File: src/rtl/mips_bus_mem_unit.sv
// rtl/mips_bus_mem_unit.sv - Avalon-MM master sequencer for N requester ports
// Byte/half/word accesses with lane steering, load extension and misalign detection.
module mips_bus_mem_unit #(
    parameter int N_PORTS = 2,
    parameter int ADDR_W  = 32
) (
    input  logic                   clk,
    input  logic                   reset,
    input  logic [N_PORTS-1:0]     req_valid,
    input  logic [N_PORTS-1:0]     req_write,
    input  logic [2*N_PORTS-1:0]   req_size,
    input  logic [N_PORTS-1:0]     req_signed,
    input  logic [ADDR_W*N_PORTS-1:0] req_addr,
    input  logic [32*N_PORTS-1:0]  req_wdata,
    output logic [N_PORTS-1:0]     req_ready,
    output logic [N_PORTS-1:0]     rsp_valid,
    output logic [31:0]            rsp_rdata,
    output logic                   rsp_error,
    output logic                   busy,
    output logic [31:0]            address,
    output logic                   read,
    output logic                   write,
    output logic [31:0]            writedata,
    output logic [3:0]             byteenable,
    input  logic                   waitrequest,
    input  logic [31:0]            readdata
);
    localparam int IDX_W = (N_PORTS > 1) ? $clog2(N_PORTS) : 1;

    typedef enum logic [1:0] {S_IDLE, S_BUS, S_RESP, S_ERR} state_t;

    state_t             state_q, state_d;
    logic [IDX_W-1:0]   idx_q, idx_d;
    logic               write_q, write_d;
    logic [1:0]         size_q, size_d;
    logic               signed_q, signed_d;
    logic [31:0]        addr_q, addr_d;
    logic [31:0]        wdata_q, wdata_d;
    logic [3:0]         be_q, be_d;

    logic               gnt_found;
    logic [IDX_W-1:0]   gnt_idx;
    logic               sel_write, sel_signed, sel_mis;
    logic [1:0]         sel_size;
    logic [31:0]        sel_addr, sel_wdata, steer_wdata;
    logic [3:0]         steer_be;
    logic [7:0]         load_byte;
    logic [15:0]        load_half;

    // Later iterations override earlier ones, so the highest valid index wins.
    always_comb begin
        gnt_found  = 1'b0;
        gnt_idx    = '0;
        sel_write  = 1'b0;
        sel_size   = 2'd0;
        sel_signed = 1'b0;
        sel_addr   = 32'd0;
        sel_wdata  = 32'd0;
        for (int i = 0; i < N_PORTS; i++) begin
            if (req_valid[i]) begin
                gnt_found  = 1'b1;
                gnt_idx    = IDX_W'(i);
                sel_write  = req_write[i];
                sel_size   = req_size[2*i +: 2];
                sel_signed = req_signed[i];
                sel_addr   = 32'(req_addr[ADDR_W*i +: ADDR_W]);
                sel_wdata  = req_wdata[32*i +: 32];
            end
        end
    end

    always_comb begin
        sel_mis     = 1'b0;
        steer_be    = 4'b1111;
        steer_wdata = sel_wdata;
        case (sel_size)
            2'd0: begin
                steer_be    = 4'b0001 << sel_addr[1:0];
                steer_wdata = {4{sel_wdata[7:0]}};
            end
            2'd1: begin
                sel_mis     = sel_addr[0];
                steer_be    = sel_addr[1] ? 4'b1100 : 4'b0011;
                steer_wdata = {2{sel_wdata[15:0]}};
            end
            default: sel_mis = |sel_addr[1:0];
        endcase
    end

    always_comb begin
        state_d  = state_q;
        idx_d    = idx_q;
        write_d  = write_q;
        size_d   = size_q;
        signed_d = signed_q;
        addr_d   = addr_q;
        wdata_d  = wdata_q;
        be_d     = be_q;
        case (state_q)
            S_IDLE: begin
                if (gnt_found) begin
                    idx_d    = gnt_idx;
                    write_d  = sel_write;
                    size_d   = sel_size;
                    signed_d = sel_signed;
                    addr_d   = sel_addr;
                    wdata_d  = steer_wdata;
                    be_d     = steer_be;
                    state_d  = sel_mis ? S_ERR : S_BUS;
                end
            end
            S_BUS:   if (!waitrequest) state_d = S_RESP;
            default: state_d = S_IDLE;
        endcase
    end

    always_ff @(posedge clk) begin
        if (reset) begin
            state_q  <= S_IDLE;
            idx_q    <= '0;
            write_q  <= 1'b0;
            size_q   <= 2'd0;
            signed_q <= 1'b0;
            addr_q   <= 32'd0;
            wdata_q  <= 32'd0;
            be_q     <= 4'd0;
        end else begin
            state_q  <= state_d;
            idx_q    <= idx_d;
            write_q  <= write_d;
            size_q   <= size_d;
            signed_q <= signed_d;
            addr_q   <= addr_d;
            wdata_q  <= wdata_d;
            be_q     <= be_d;
        end
    end

    assign load_byte = readdata[{addr_q[1:0], 3'b000} +: 8];
    assign load_half = addr_q[1] ? readdata[31:16] : readdata[15:0];

    always_comb begin
        req_ready  = '0;
        rsp_valid  = '0;
        rsp_rdata  = 32'd0;
        rsp_error  = 1'b0;
        busy       = (state_q != S_IDLE);
        address    = 32'd0;
        read       = 1'b0;
        write      = 1'b0;
        writedata  = 32'd0;
        byteenable = 4'd0;
        for (int i = 0; i < N_PORTS; i++) begin
            req_ready[i] = (state_q == S_IDLE) && gnt_found && !reset && (gnt_idx == IDX_W'(i));
            rsp_valid[i] = ((state_q == S_RESP) || (state_q == S_ERR)) && (idx_q == IDX_W'(i));
        end
        case (state_q)
            S_BUS: begin
                address    = {addr_q[31:2], 2'b00};
                read       = ~write_q;
                write      = write_q;
                writedata  = wdata_q;
                byteenable = be_q;
            end
            S_RESP: begin
                if (!write_q) begin
                    case (size_q)
                        2'd0:    rsp_rdata = {{24{signed_q & load_byte[7]}}, load_byte};
                        2'd1:    rsp_rdata = {{16{signed_q & load_half[15]}}, load_half};
                        default: rsp_rdata = readdata;
                    endcase
                end
            end
            S_ERR:   rsp_error = 1'b1;
            default: ;
        endcase
    end
endmodule

File: config.mk
export PLATFORM = sky130hd
export DESIGN_NAME = mips_bus_mem_unit
export DESIGN_NICKNAME = d
export VERILOG_FILES = /design/src/rtl/mips_bus_mem_unit.sv
export SDC_FILE = /design/constraint.sdc
export NUM_CORES = 1
export LEC_CHECK = 0
export ABC_AREA = 0
export CAP_MARGIN = 20
export CELL_PAD_IN_SITES_DETAIL_PLACEMENT = 2
export CELL_PAD_IN_SITES_GLOBAL_PLACEMENT = 2
export CORE_UTILIZATION = 21
export CTS_CLUSTER_SIZE = 25
export DETAILED_ROUTE_END_ITERATION = 7
export PLACE_DENSITY = 0.92
export SYNTH_ARGS = -nofsm -noshare
export SYNTH_HDL_FRONTEND = slang
export SYNTH_SLANG_ARGS = --single-unit
export TNS_END_PERCENT = 50
File: constraint.sdc
create_clock -name clk -period 5.3 [get_ports clk]
set_input_delay 1.59 -clock clk [delete_from_list [all_inputs] [get_ports clk]]
set_output_delay 1.59 -clock clk [all_outputs]
set_load 0.005 [all_outputs]
; Yosys cells after proc, flatten, opt, wreduce, memory -nomap -nowiden
; Cells that the tools add are included.
; Widths: inputs -> output; s select.
[word_totals]
input_bits = 173
output_inout_bits = 108
wordCells = 68
reg_bits = 75
[classes]
reduce_logical = 15
shifts = 2
bitwise = 5
n_mux = 31
n_eq_ne = 7
[ops]
columns = operator, n
row1 = $mux 32, 8
row2 = $pmux 32 s2, 2
row3 = $shiftx 32x6->8, 1
row4 = $mux 16, 1
row5 = $mux 1, 10
row6 = $mux 2, 5
row7 = $mux 4, 2
row8 = $pmux 4 s2, 1
row9 = $eq 2x1->1 const B, 3
row10 = $logic_and 1x1->1, 6
row11 = $logic_not 2->1, 3
row12 = $eq 2x2->1 const B, 2
row13 = $ne 2x2->1 const B, 2
row14 = $pmux 2 s2, 1
row15 = $reduce_and 2->1, 2
row16 = $shl 1x2->4 const A, 1
row17 = $not 1->1, 3
row18 = $and 1x1->1, 2
row19 = $pmux 1 s2, 1
row20 = $reduce_bool 2->1, 1
row21 = $reduce_or 2->1, 1
row22 = $logic_not 1->1, 1
row23 = $logic_or 1x1->1, 1

; Longest topological paths before layout
; Gate-level depths: netlist of run 1.
[depth]
word_depth = 7
depth_mapped = 6
depth_no_buf = 5

; Least setup slack after synthesis of run 1
; No wires, ideal clock.
[synth_path]
path_kind = input port to output port
start = input readdata[31]
end = output rsp_rdata[20]
t_arrival_ps = 2674
cell_stages = 5
path_slack_ps = 1036
t_required_ps = 3710
path_buffers = 1
cell_sequence = mux4_2 nor2b_4 o2111ai_4 buf_6 nand2_1
[synth_between]
elab_chain_len = 5
word_cells_on_any_way = 7
cone_classes = shift: 1 / mux: 4 / bitwise: 2
[synth_lines]
columns = item, line_no
row1 = from (decl), 26  ; input logic [31:0] readdata
row2 = $shiftx 32x6->8 / $mux 16 (equally long branches), "139, 140"
row3 = $and 1x1->1 (on tied branches), "168, 169"
row4 = $pmux 32 s2 *, 167  ; case (size_q)
row5 = $mux 32 *, 166  ; if (!write_q) begin
row6 = $mux 32 *, 157  ; case (state_q)
row7 = to (decl), 17  ; output logic [31:0] rsp_rdata,
; Every way passes the cells marked *; elsewhere a longest branch is shown, timed or not.

; Worst setup path in the final report of run 1
[layout_path]
start = input readdata[31]
end = output rsp_rdata[21]
; The elaborated chain is that of the path after synthesis.

==> results of run 1 <==
[report_power, final]
part           internal [mW]  switching (mW)
Sequential             0.637          0.0483
Combinational          0.329           0.324
Clock                  0.464           0.253
[cell families after synthesis]
family,count (synthesis)
compound gates,148
buf+inv,60
flops,75
mux,19
other cells,1
simple gates,295
[registers in the layout, indices dropped and copies added, names as in the netlist]
| register | count |
|---|---|
| size_q | 2 |
| signed_q | 1 |
| addr_q | 32 |
| state_q | 2 |
| be_q | 4 |
| wdata_q | 32 |
| write_q | 1 |
| idx_q | 1 |
[worst max-delay path, cell delays in order]
cell	delay, ns
clkdlybuf4s50_1	0.46
mux4_2	0.51
nor2b_4	0.15
o2111ai_4	0.24
buf_12	0.17
nand2_1	0.06
clkdlybuf4s50_1	0.44
[routing by layer]
| layer | share of wire, % | up-vias | track usage (%) |
|---|---|---|---|
| li1 | - | 2663 | - |
| met1 | 42 | 2829 | 25.0 |
| met2 | 49 | 214 | 35.3 |
| met3 | 6.1 | 28 | 4.39 |
| met4 | 2.3 | 0 | 6.97 |
| met5 | 0 | - | 0 |
[synth_stat cells, drive strengths merged]
cell	instances	area, µm²
a22oi	3	22.5
nor2b	5	38.8
or3b	1	8.76
o22ai	1	6.26
nand2b	3	18.8
dfxtp	75	1500
a311oi	6	52.6
a211oi	10	75.1
a21oi	17	85.1
nor3b	3	27.5
nor2	95	369
clkbuf	28	105
nand2	54	203
mux4	1	22.5
a22o	15	131
conb	1	3.75
o21ai	25	129
o21a	1	7.51
and2b	1	7.51
and2	71	444
nor3	42	210
a221oi	40	350
or3	1	6.26
o32ai	2	17.5
buf	30	158
mux2i	9	90.1
mux2	9	101
o31ai	10	75.1
o41ai	2	32.5
o2111ai	1	26.3
nand3b	19	143
a222oi	15	150
inv	2	7.50
[worst paths after layout]
check	start	slack [ns]	cells past startpoint	to
setup / recovery	readdata[31]	0.09	7	rsp_rdata[21]
hold / removal	idx_q$_SDFFE_PP0N_	0.49	2	idx_q$_SDFFE_PP0N_
setup reg to reg	state_q[1]$_SDFFE_PP0P_	3.00	6	addr_q[24]$_SDFFE_PP0N_
hold reg to reg	idx_q$_SDFFE_PP0N_	0.49	2	idx_q$_SDFFE_PP0N_
[layout by cell type (no fill, tap or decap), types with 3 or more instances in the layout]
cell type / synthesis / routed
and2_1: 70 / 70
mux2i_1: 9 / 9
a221oi_1: 40 / 40
nand2b_1: 3 / 3
buf_4: 2 / 13
o31ai_1: 10 / 10
a22oi_1: 3 / 3
dfxtp_1: 75 / 75
a311oi_1: 6 / 6
mux2_2: 9 / 9
a211oi_1: 10 / 10
nor2_1: 92 / 92
nor2b_1: 4 / 3
o21ai_0: 22 / 22
a22o_1: 15 / 15
a222oi_1: 15 / 15
clkbuf_8: 0 / 4
nand3b_1: 19 / 19
nor3_1: 42 / 42
clkbuf_16: 0 / 9
nand2_1: 54 / 54
clkdlybuf4s50_1: 0 / 276
a21oi_1: 17 / 17
[through the flow]
step                      hold slack (ns)  power (mW)  instance area [µm²]
after global placement              0.461        1.33                 7640
after detailed placement            0.472        1.36                 7640
after CTS                           0.488        2.08                 7990
after floorplan                     0.445       0.999                 4630
final                               0.485        2.05                 8000
after global routing                0.512        2.17                 8000
[area by class of cell]
type | instances | area share [%]
Tap cell | 275 | 4.30
Inverter | 2 | 0.0939
Clock inverter | 3 | 0.845
Clock buffer | 13 | 3.51
Sequential cell | 75 | 18.8
Multi-Input combinational cell | 464 | 36.1
Timing Repair Buffer | 293 | 36.4
==> metrics.csv, run 1 <==
metric,value,unit
Starting DRT DRC Count,255,
number of diodes,0,
hold buffers post-CTS,0,
clock latency on the worst-skew pair,0.34,ns
H-tree depth,3,
main combinational cell family by area after synthesis,simple AND/OR/NAND/NOR gates,
mux contribution to synthesized area,4.62,%
Yosys warnings,0,
Setup Skew,0.00568,ns
mapped cell area,4630,µm²
Syn Area/Cell,7.74,µm²
DIE AREA,22600,µm²
setup violators final,0,
largest net degree at the start of global routing,76,
Synth-to-Final Area Change,72.8,%
Post-CTS Resized,0,
I/O Buffers,278,
Slew @ Worst Pin,0.836,ns
fin util,37.6,%
outcome,completed,
Vias,5734,
setup bufs post-CTS,0,
setup_tns,0,ns
post-synthesis xor/xnor area fraction,0,%
register area share after synthesis,32.4,%
Fmax achieved,192,MHz
Finished Layout Cells,1125,
initial antenna violation count,0,
Yosys cell types,44,
number of global-route vias before repair,6099,
multi-input logic area,2880,µm²
final wirelength,23300,µm
post-synthesis simple-gate area fraction,31.9,%
die width,150,µm
Clk Tree Root Cell,clkbuf_16,
CP max FO,16,
Max Cap Viol,0,
fill count,2381,
CTS max path bufs,2,
GP Congestion,0.831,
DRT Pass-1 Iters,6,
first-pass GRT wire length,35300,µm
I/O pin count,281,
Max Slew Vio Count,0,
Hold WC Path Type,register to register,
cells after synthesis,598,
Initial Util,21.7,%
grt ovf,0,
Startpoint Class,input port,
CTS tree,done,
Post-Synth Adder-Cell Area,0,%
clock slew at reported path FFs,0.06,ns
critical path required time,3.71,ns
die height,150,µm
pre-CTS setup slack,0.0865,ns
critical path data arrival time,3.62,ns
Final period util,98.3,%
Worst Slack Setup Final,0.0877,ns
CTS sink cnt,75,
wire per inst,20.7,µm
Final Hold Viols,0,
area fraction in compound gates after synthesis,25.1,%
CTS buffer count,9,
Leak,2.96,nW
CP Class,input port to primary output,
Max-slew headroom,44.1,%
Vias per Instance,5.10,
core area,21300,µm²
#FFs+latches synth,75,
row count,53,
layout cells sized above 1,6.59,%
Post-DP HPWL,18100,µm
GRT Total Usage,20.5,%
layout net count,1018,
RSZ-0062 raised after global routing,false,
Antenna Nets Post-Route,0,
Crit. End Element,primary output,
pwr/cell area,257,nW/µm²
# placed instances,1108,
peak supply drop,0.000153,V
Final min period,5.21,ns
total area of sequential cells,1500,µm²
Remaining DRCs,0,
Note: power is estimated with default switching activity, not from simulation.
==> inputs of run 2 (changes only) <==
--- a/config.mk
+++ b/config.mk
@@ -10,10 +10,11 @@
 export CELL_PAD_IN_SITES_DETAIL_PLACEMENT = 2
 export CELL_PAD_IN_SITES_GLOBAL_PLACEMENT = 2
 export CORE_UTILIZATION = 21
+export CTS_BUF_LIST = sky130_fd_sc_hd__clkbuf_4 sky130_fd_sc_hd__clkbuf_8
 export CTS_CLUSTER_SIZE = 25
 export DETAILED_ROUTE_END_ITERATION = 7
 export PLACE_DENSITY = 0.92
 export SYNTH_ARGS = -nofsm -noshare
 export SYNTH_HDL_FRONTEND = slang
 export SYNTH_SLANG_ARGS = --single-unit
-export TNS_END_PERCENT = 50
+export TNS_END_PERCENT = 20
==> metrics.csv, run 2 (same netlist as run 1, synthesis figures left out) <==
metric,value,unit,change
Final Hold Viols,0,,unchanged
DRT Pass-1 Iters,8,,was 6
I/O Buffers,278,,unchanged
CP Class,input port to primary output,,unchanged
layout cells sized above 1,6.59,%,unchanged
# placed instances,1108,,unchanged
Slew @ Worst Pin,0.855,ns,was 0.836 ns
"commonest cells after routing, fill and taps aside","clkdlybuf4s50_1, nor2_1, dfxtp_1",,unchanged
clock latency on the worst-skew pair,0.36,ns,was 0.34 ns
die height,150,µm,unchanged
Finished Layout Cells,1126,,"was 1,125"
sw frac,32.0,%,was 30.4%
Psw,0.604,mW,was 0.625 mW
logic gate share of total power,34.6,%,was 31.8%
Remaining DRCs,0,,unchanged
RSZ-0062 raised after global routing,false,,unchanged
critical path required time,3.71,ns,about the same
DIE AREA,22600,µm²,unchanged
CTS tree,done,,unchanged
sequential power share,36.3,%,was 33.3%
H-tree depth,3,,unchanged
largest net degree at the start of global routing,76,,unchanged
Fmax achieved,192,MHz,about the same
Setup Skew,0.00800,ns,was 0.00568 ns
Startpoint Class,input port,,unchanged
Max Slew Vio Count,0,,unchanged
core area,21300,µm²,unchanged
GRT Total Usage,20.3,%,was 20.5%
outcome,completed,,unchanged
Hold WC Path Type,register to register,,unchanged
Max Cap Viol,0,,unchanged
Post-DP HPWL,18100,µm,unchanged
final wirelength,23200,µm,"was 23,300 µm"
pwr/cell area,239,nW/µm²,was 257 nW/µm²
Antenna Nets Post-Route,0,,unchanged
setup_tns,0,ns,unchanged
I/O pin count,281,,unchanged
row count,53,,unchanged
Clk Tree Root Cell,clkbuf_8,,was clkbuf_16
Largest regs,"addr_q: 32 flops, wdata_q: 32 flops, be_q: 4 flops",,unchanged
Crit. End Element,primary output,,unchanged
hold buffers post-CTS,0,,unchanged
Initial Util,21.7,%,unchanged
Starting DRT DRC Count,251,,was 255
clock slew at reported path FFs,0.08,ns,was 0.06 ns
CTS buffer count,9,,unchanged
Vias,5731,,"was 5,734"
Synth-to-Final Area Change,70.7,%,was 72.8%
die width,150,µm,unchanged
critical path data arrival time,3.62,ns,about the same
setup violators final,0,,unchanged
internal power,1.28,mW,was 1.43 mW
peak supply drop,0.000117,V,was 0.000153 V
Min Hold Slack,0.488,ns,was 0.485 ns
CP max FO,16,,unchanged
Vias per Instance,5.09,,was 5.10
layout net count,1018,,unchanged
wire per inst,20.6,µm,was 20.7 µm
first-pass GRT wire length,35100,µm,"was 35,300 µm"
CTS sink cnt,75,,unchanged
Leak,2.91,nW,was 2.96 nW
initial antenna violation count,1,,was 0
CTS max path bufs,2,,unchanged
Final min period,5.21,ns,about the same
Clk network pwr share,29.1,%,was 34.9%
grt ovf,0,,unchanged
"commonest non-fill, non-tap cell in the layout",clkdlybuf4s50_1,,unchanged
Final period util,98.3,%,about the same
fill count,2390,,"was 2,381"
number of global-route vias before repair,6067,,"was 6,099"
GP Congestion,0.831,,unchanged
Max-slew headroom,42.9,%,was 44.1%
==> run 2: power by group through the flow <==
stage	clock, mW	combinational (mW)	sequential [mW]
after floorplan	0	0.323	0.676
after global placement	0	0.634	0.691
after detailed placement	0	0.657	0.698
after CTS	0.568	0.660	0.685
after global routing	0.594	0.711	0.694
final	0.549	0.653	0.684
==> run 2: stage by stage <==
| step | area [µm²] | util, % | setup slack [ns] | total power [mW] |
|---|---|---|---|---|
| floorplan | 4630 | - | 1.04 | 0.999 |
| global placement | 7640 | 35.9 | 0.129 | 1.33 |
| detailed placement | 7640 | 35.9 | 0.0865 | 1.36 |
| CTS | 7890 | 37.0 | 0.0817 | 1.91 |
| global route | 7900 | 37.1 | 0.00192 | 2.00 |
| finish | 7900 | 37.1 | 0.0914 | 1.89 |
==> run 2: path summary, 6_finish.rpt <==
path	from	end	slack, ns	depth (start not counted)
setup / recovery	readdata[31]	rsp_rdata[21]	0.09	7
setup reg to reg	state_q[1]$_SDFFE_PP0P_	addr_q[24]$_SDFFE_PP0N_	3.01	6
hold reg to reg	idx_q$_SDFFE_PP0N_	idx_q$_SDFFE_PP0N_	0.49	2
hold / removal	idx_q$_SDFFE_PP0N_	idx_q$_SDFFE_PP0N_	0.49	2
==> run 2: routing by layer <==
| metal | vias up | routed length, µm | global-route usage [%] |
|---|---|---|---|
| met2 | 216 | 11400 | 34.9 |
| met3 | 31 | 1520 | 3.76 |
| met1 | 2821 | 9750 | 24.8 |
| met4 | 0 | 561 | 8.43 |
| li1 | 2663 | - | - |
| met5 | - | 0 | 0 |
==> run 2: final cells by class <==
cell class	count	area [µm²]	share of cell area [%]
Tap cell	275	344	4.36
Timing Repair Buffer	293	2910	36.9
Clock inverter	3	67.6	0.856
Multi-Input combinational cell	464	2880	36.5
Clock buffer	13	179	2.27
Inverter	2	7.51	0.0951
Antenna cell	1	2.50	0.0317
Sequential cell	75	1500	19.0
==> run 2: worst max-delay path: stages <==
cell	delay [ns]
clkdlybuf4s50_1	0.46
mux4_2	0.51
nor2b_4	0.15
o2111ai_4	0.24
buf_12	0.17
nand2_1	0.06
clkdlybuf4s50_1	0.44
==> run 2: repair_timing <==
item,4_1_cts,5_1_grt
endpoints found under the hold margin,0,0
setup buffers,0,1
gates resized for setup,0,0
endpoints found under the setup margin,0,2
